**src/rtl/decode_pkg.sv**
```systemverilog
// decode_pkg: opcodes, instruction field positions and opcode classification shared by decode_issue.
package decode_pkg;
    localparam int NUM_REGS    = 16;
    localparam int REG_W       = $clog2(NUM_REGS);
    localparam int INSTR_W     = 32;
    localparam int IMM_W       = 16;
    localparam int STALL_CNT_W = 16;
    localparam logic [3:0] OP_NOP = 4'd0;
    localparam logic [3:0] OP_ADD = 4'd1;
    localparam logic [3:0] OP_SUB = 4'd2;
    localparam logic [3:0] OP_AND = 4'd3;
    localparam logic [3:0] OP_ORR = 4'd4;
    localparam logic [3:0] OP_MOV = 4'd5;
    localparam logic [3:0] OP_LDR = 4'd6;
    localparam logic [3:0] OP_STR = 4'd7;
    localparam logic [3:0] OP_B   = 4'd8;
    localparam int OPC_LSB  = 28;
    localparam int DST_LSB  = 24;
    localparam int SRC1_LSB = 20;
    localparam int SRC2_LSB = 16;
    localparam int IMM_LSB  = 0;
    typedef struct packed {
        logic [3:0] op;
        logic       u1;
        logic       u2;
        logic       we;
    } op_class_t;
    // Opcodes above OP_B are folded into NOP so the rest of the pipe never sees them.
    function automatic op_class_t classify(input logic [3:0] op);
        op_class_t c;
        c.op = (op > OP_B) ? OP_NOP : op;
        c.u1 = c.op inside {OP_ADD, OP_SUB, OP_AND, OP_ORR, OP_MOV, OP_LDR, OP_STR};
        c.u2 = c.op inside {OP_ADD, OP_SUB, OP_AND, OP_ORR, OP_STR};
        c.we = c.op inside {OP_ADD, OP_SUB, OP_AND, OP_ORR, OP_MOV, OP_LDR};
        return c;
    endfunction
endpackage

```
**src/rtl/decode_issue_scoreboard.sv**
```systemverilog
// decode_issue_scoreboard: pending-write bits and RAW/WAW hazard detection.
// With WB_BYPASS_EN a register being written back this cycle no longer counts as pending.
module decode_issue_scoreboard
    import decode_pkg::*;
(
    input  logic             clk,
    input  logic             rst,
    input  logic             i_set,
    input  logic [REG_W-1:0] i_set_idx,
    input  logic             i_wb,
    input  logic [REG_W-1:0] i_wb_idx,
    input  logic             i_fl,
    input  logic [REG_W-1:0] i_fl_idx,
    input  logic             i_u1,
    input  logic [REG_W-1:0] i_s1,
    input  logic             i_u2,
    input  logic [REG_W-1:0] i_s2,
    input  logic             i_we,
    input  logic [REG_W-1:0] i_dst,
    output logic             o_hazard
);
    localparam logic [NUM_REGS-1:0] ONE = 1;
    logic [NUM_REGS-1:0] r_pending;
    logic [NUM_REGS-1:0] w_wb_mask, w_clr, w_set, w_chk;
    always_comb begin
        w_wb_mask = i_wb ? ONE << i_wb_idx : '0;
        w_clr     = w_wb_mask | (i_fl ? ONE << i_fl_idx : '0);
        w_set     = i_set ? ONE << i_set_idx : '0;
`ifdef WB_BYPASS_EN
        w_chk     = r_pending & ~w_wb_mask;
`else
        w_chk     = r_pending;
`endif
        o_hazard  = (i_u1 && w_chk[i_s1]) || (i_u2 && w_chk[i_s2]) || (i_we && w_chk[i_dst]);
    end
    // Clears applied first so a same-cycle set wins.
    always_ff @(posedge clk) begin
        if (rst) r_pending <= '0;
        else     r_pending <= (r_pending & ~w_clr) | w_set;
    end
endmodule

```
**src/rtl/decode_issue.sv**
```systemverilog
// decode_issue: decodes instructions into register-bank fields and issues them through one
// registered valid/ready stage, stalling on scoreboard hazards. Optional macro: WB_BYPASS_EN.
module decode_issue
    import decode_pkg::*;
(
    input  logic                   clk,
    input  logic                   rst,
    input  logic [INSTR_W-1:0]     instr_in,
    input  logic                   instr_valid,
    output logic                   instr_ready,
    input  logic                   out_ready,
    output logic                   out_valid,
    output logic [3:0]             opcode,
    output logic [REG_W-1:0]       Dest,
    output logic [REG_W-1:0]       Source1,
    output logic [REG_W-1:0]       Source2,
    output logic [IMM_W-1:0]       imm,
    output logic                   out_we,
    input  logic                   wb_valid,
    input  logic [REG_W-1:0]       wb_dest,
    input  logic                   flush,
    output logic [STALL_CNT_W-1:0] stall_cnt
);
    localparam logic [STALL_CNT_W-1:0] STALL_ONE = 1;
    op_class_t        w_cls;
    logic [REG_W-1:0] w_dst, w_s1, w_s2;
    logic             w_hazard, w_accept;
    logic             r_out_valid, r_out_we;
    logic [3:0]       r_opcode;
    logic [REG_W-1:0] r_dest, r_src1, r_src2;
    logic [IMM_W-1:0] r_imm;
    logic [STALL_CNT_W-1:0] r_stall_cnt;
    always_comb begin
        w_cls       = classify(instr_in[OPC_LSB +: 4]);
        w_dst       = instr_in[DST_LSB +: REG_W];
        w_s1        = instr_in[SRC1_LSB +: REG_W];
        w_s2        = instr_in[SRC2_LSB +: REG_W];
        instr_ready = !rst && !flush && !w_hazard && (!r_out_valid || out_ready);
        w_accept    = instr_valid && instr_ready;
    end
    decode_issue_scoreboard u_sb (
        .clk       (clk),
        .rst       (rst),
        .i_set     (w_accept && w_cls.we),
        .i_set_idx (w_dst),
        .i_wb      (wb_valid),
        .i_wb_idx  (wb_dest),
        .i_fl      (flush && r_out_valid && r_out_we),
        .i_fl_idx  (r_dest),
        .i_u1      (w_cls.u1),
        .i_s1      (w_s1),
        .i_u2      (w_cls.u2),
        .i_s2      (w_s2),
        .i_we      (w_cls.we),
        .i_dst     (w_dst),
        .o_hazard  (w_hazard)
    );
    always_ff @(posedge clk) begin
        if (rst) begin
            r_out_valid <= 1'b0;
            r_out_we    <= 1'b0;
            r_opcode    <= '0;
            r_dest      <= '0;
            r_src1      <= '0;
            r_src2      <= '0;
            r_imm       <= '0;
            r_stall_cnt <= '0;
        end else begin
            if (flush) begin
                r_out_valid <= 1'b0;
            end else if (w_accept) begin
                r_out_valid <= 1'b1;
                r_out_we    <= w_cls.we;
                r_opcode    <= w_cls.op;
                r_dest      <= w_dst;
                r_src1      <= w_s1;
                r_src2      <= w_s2;
                r_imm       <= instr_in[IMM_LSB +: IMM_W];
            end else if (out_ready) begin
                r_out_valid <= 1'b0;
            end
            if (instr_valid && w_hazard && !(&r_stall_cnt)) r_stall_cnt <= r_stall_cnt + STALL_ONE;
        end
    end
    assign out_valid = r_out_valid;
    assign out_we    = r_out_we;
    assign opcode    = r_opcode;
    assign Dest      = r_dest;
    assign Source1   = r_src1;
    assign Source2   = r_src2;
    assign imm       = r_imm;
    assign stall_cnt = r_stall_cnt;
endmodule

```
**config.mk**
```make
export PLATFORM = sky130hd
export DESIGN_NAME = decode_issue
export DESIGN_NICKNAME = d
export VERILOG_FILES = /design/src/rtl/decode_pkg.sv /design/src/rtl/decode_issue_scoreboard.sv /design/src/rtl/decode_issue.sv
export SDC_FILE = /design/constraint.sdc
export NUM_CORES = 1
export LEC_CHECK = 0
export CORE_MARGIN = 1.5
export CORE_UTILIZATION = 44
export DETAILED_ROUTE_END_ITERATION = 10
export PLACE_DENSITY = 0.77
export SLEW_MARGIN = 20
export SYNTH_ARGS = -nofsm -noshare
export SYNTH_HDL_FRONTEND = slang
export SYNTH_HIERARCHICAL = 1
export SYNTH_SLANG_ARGS = --single-unit
export TNS_END_PERCENT = 20
```
**constraint.sdc**
```tcl
create_clock -name clk -period 2.83 [get_ports clk]
set_input_delay 0.566 -clock clk [delete_from_list [all_inputs] [get_ports clk]]
set_output_delay 0.566 -clock clk [all_outputs]
set_load 0.1 [all_outputs]
```
==> results_dict.tcl <==
set metrics [dict create \
    ys_seq_elements 66 \
    report.final.setup_viol 0 \
    fin_setup_tns_ns 0 \
    peakVddDrop_v 0.000229 \
    routed-via-count 3627 \
    synth_seq_area_share_pct 38.5 \
    dr.pass1.iters 5 \
    globalplace.congestion 0.962 \
    antenna_cells 0 \
    die_x_um 91.3 \
    crit_chain "dlygate4sd2_1, buf_4, a2111oi_2, nor4b_1, o21ai_0, nand4_1, nor3_2, and2_4, buf_12" \
    syn_area_um2 3430 \
    finClkSkew_ns 0.00937 \
    synth_top_family_by_area "simple AND/OR/NAND/NOR gates" \
    period_needed_ns 2.78 \
    grt-ovfl-total 0 \
    cts.clk_slew.worst_paths_ns 0.07 \
    slew-limit-headroom_pct 51.0 \
    wl_per_cell_um 16.5 \
    cp.required_ns 2.26 \
    crit_buf_inv 3 \
    arrival_ns 2.21 \
    dieArea_um2 8340 \
    ant_nets 0 \
    grt_pass1_vias 3475 \
    reg2reg_depth 10 \
    clkSinkCount 66 \
    hold_depth 2 \
    yosys.area_share.xor_xnor_pct 0.255 \
    synth_edf_count 0 \
    drive_above_1_share_pct 28.7 \
    synth_fa_ha_area_share_pct 0.365 \
    synth-simple-area-share_pct 31.9 \
    hold_viol 0 \
    track_usage_pct 25.5 \
    htreeDepth 3 \
    clk_path_buf_depth 2 \
    fmax_mhz 360 \
    drv_slew 0 \
    cts_made_buffers 9 \
    worstMarginPinSlew_ns 0.734 \
    drt_iter0_markers 156 \
    ios 93 \
    status "complete, no violations" \
    fin_crit_sh_pct 98.1 \
    synthCells 411 \
    p_leak_nw 1.88 \
    antenna_found_initial 0 \
    nNetsFinal 569 \
    initial_core_util_pct 44.9 \
    dp_hpwl_um 7350 \
    grt_start_max_net_pins 70 \
    cp_max_fo 3 \
    worst_setup_path_start_kind "primary input" \
    die_h_um 91.3 \
    holdCritPathClass "flop to flop" \
    core_area_um2 7650 \
    port_buffers 92 \
    grt_pass1_wl_um 16900 \
    worst_path_largest_cell_delay_ns 0.29 \
    crit_cells 9 \
    cap_violations 0 \
    cts_tree "built" \
    power_density_nw_per_um2 430 \
    routed_wl_um 10400 \
    async_flop_share_pct 0 \
    yosysUniqueCellTypes 58 \
    holdBufCountCts 0 \
    synth_nets 454 \
    endpoint_kind "output port" \
    drc_errors 0 \
    synth_top_cell_by_area "dfxtp_1" \
    synth_compound_area_share_pct 16.8 \
    cp_top_family "simple AND/OR/NAND/NOR gates" \
    synth_ff_type "dfxtp_1" \
    via_per_inst 5.74 \
    synth.area.top_cells "dfxtp_1 38%, nand2_1 9.1%, a21oi_1 6.1%" \
    synth.top_cell.area_share_pct 38.5 \
    clockRootBuffer "clkbuf_8" \
    fill_cells 695 \
    insertion_delay_ns 0.35 \
    rsz0062_at_grt "yes" \
    fin_util_pct 62.6 \
    syn_to_final_growth_pct 39.5 \
    cpMaxStageDelayCell "dlygate4sd2_1" \
    crit_type "primary input to output port" \
    num_rows 32 \
    synth_mux_area_share_pct 8.46 \
    ys_warn_count 6 \
    avgSynthCellArea_um2 8.35 \
]
==> per-stage QoR <==
stage               worst slack (ns)  power (mW)  hold WS (ns)  area [um2]  std cells
global placement              -0.549        1.35         0.443        4490        615
floorplan                     -0.173        1.20         0.481        3430        411
CTS                          -0.0164        2.06         0.457        4760        632
finish                        0.0545        2.06         0.455        4790        632
global route                 -0.0704        2.13         0.471        4790        632
detailed placement            -0.573        1.35         0.446        4490        615
==> power breakdown <==
part           internal [mW]  leakage (nW)  switching, mW  total (mW)
Sequential             0.945         0.535         0.0146       0.959
Combinational          0.140          1.26          0.253       0.393
Clock                  0.333        0.0879          0.372       0.705
Total                   1.42          1.88          0.640        2.06
==> synth_stat cells, drive strengths merged (5+ instances only) <==
library cell   n
clkbuf         9
or3            6
buf           10
a22oi         14
nor2b         12
nand2         83
inv            5
nand4         10
nor3           8
a32oi          8
mux4           7
nand2b         5
and3           7
dfxtp         66
nand3         17
mux2i          8
o21ai          9
a21oi         43
nor2          33
==> routing by layer <==
metal	GRT usage (%)	vias up	routed length [um]
met1	32.3	1707	4500
met3	5.36	27	631
met5	0	-	0
met2	40.9	162	5000
li1	-	1731	-
met4	13.2	0	297
==> cells in the final DEF (no fill, tap or decap), types with 3 or more instances in the layout <==
master           synthesis  routed
nand2_1                 83      83
inv_1                    5       5
a22oi_1                 14      14
a21oi_1                 42      42
clkbuf_2                 0       4
clkdlybuf4s50_1          0      27
nand3b_1                 4       4
nand4_1                  9       9
and4_1                   3       3
buf_6                    3       3
and3_1                   6       6
buf_4                    2      79
nand2b_1                 4       3
or3_2                    4       4
clkbuf_8                 0      10
nor2b_1                 12      12
nor3_1                   8       4
dfxtp_1                 66      63
nand3_1                 16      16
mux4_2                   6       6
a32oi_1                  8       8
nor3b_1                  4       4
o21ai_0                  9       9
clkinv_2                 0       3
dfxtp_2                  0       3
and3b_1                  4       4
nor2_1                  32      30
mux2i_1                  8       8
==> registers in the layout, summed over array words and instances, names as in the netlist <==
| register | count |
|---|---|
| u_sb/r_pending | 16 |
| Dest | 4 |
| out_valid | 1 |
| Source2 | 4 |
| Source1 | 4 |
| opcode | 4 |
| imm | 16 |
| stall_cnt | 16 |
| out_we | 1 |
==> kinds of logic (layout without fill, tap and decap cells) <==
kind of cell / Yosys count / in the layout
compound gates: 91 / 91
xor+xnor: 1 / 1
fa+ha+maj: 1 / 1
buf+inv: 24 / 143
flops: 66 / 66
mux: 19 / 19
simple gates: 209 / 209
==> layout make-up <==
type | instances | area [um2] | share of cell area [%]
Sequential cell | 66 | 1330 | 27.7
Timing Repair Buffer | 123 | 1030 | 21.5
Clock inverter | 5 | 31.3 | 0.653
Clock buffer | 10 | 138 | 2.88
Multi-Input combinational cell | 321 | 2120 | 44.2
Inverter | 5 | 18.8 | 0.392
Tap cell | 102 | 128 | 2.67
==> path summary, 6_finish.rpt <==
check                    start       endpoint  slack (ns)
min                     imm[3]         imm[3]        0.45
max               instr_in[20]    instr_ready        0.05
min reg2reg             imm[3]         imm[3]        0.45
max reg2reg  u_sb/r_pending[2]  stall_cnt[14]        0.23
==> worst min-delay path: stages (launching register included) <==
cell	delay (ns)
dfxtp_1	0.31
nand2_1	0.05
a21oi_1	0.05
==> timing repair <==
action	4_1_cts	5_1_grt
gates resized for setup	49	23
setup buffers	3	1
setup endpoints to repair	45	9
pin swaps	7	13
endpoints found under the hold margin	0	0
Note: power is estimated with default switching activity, not from simulation.
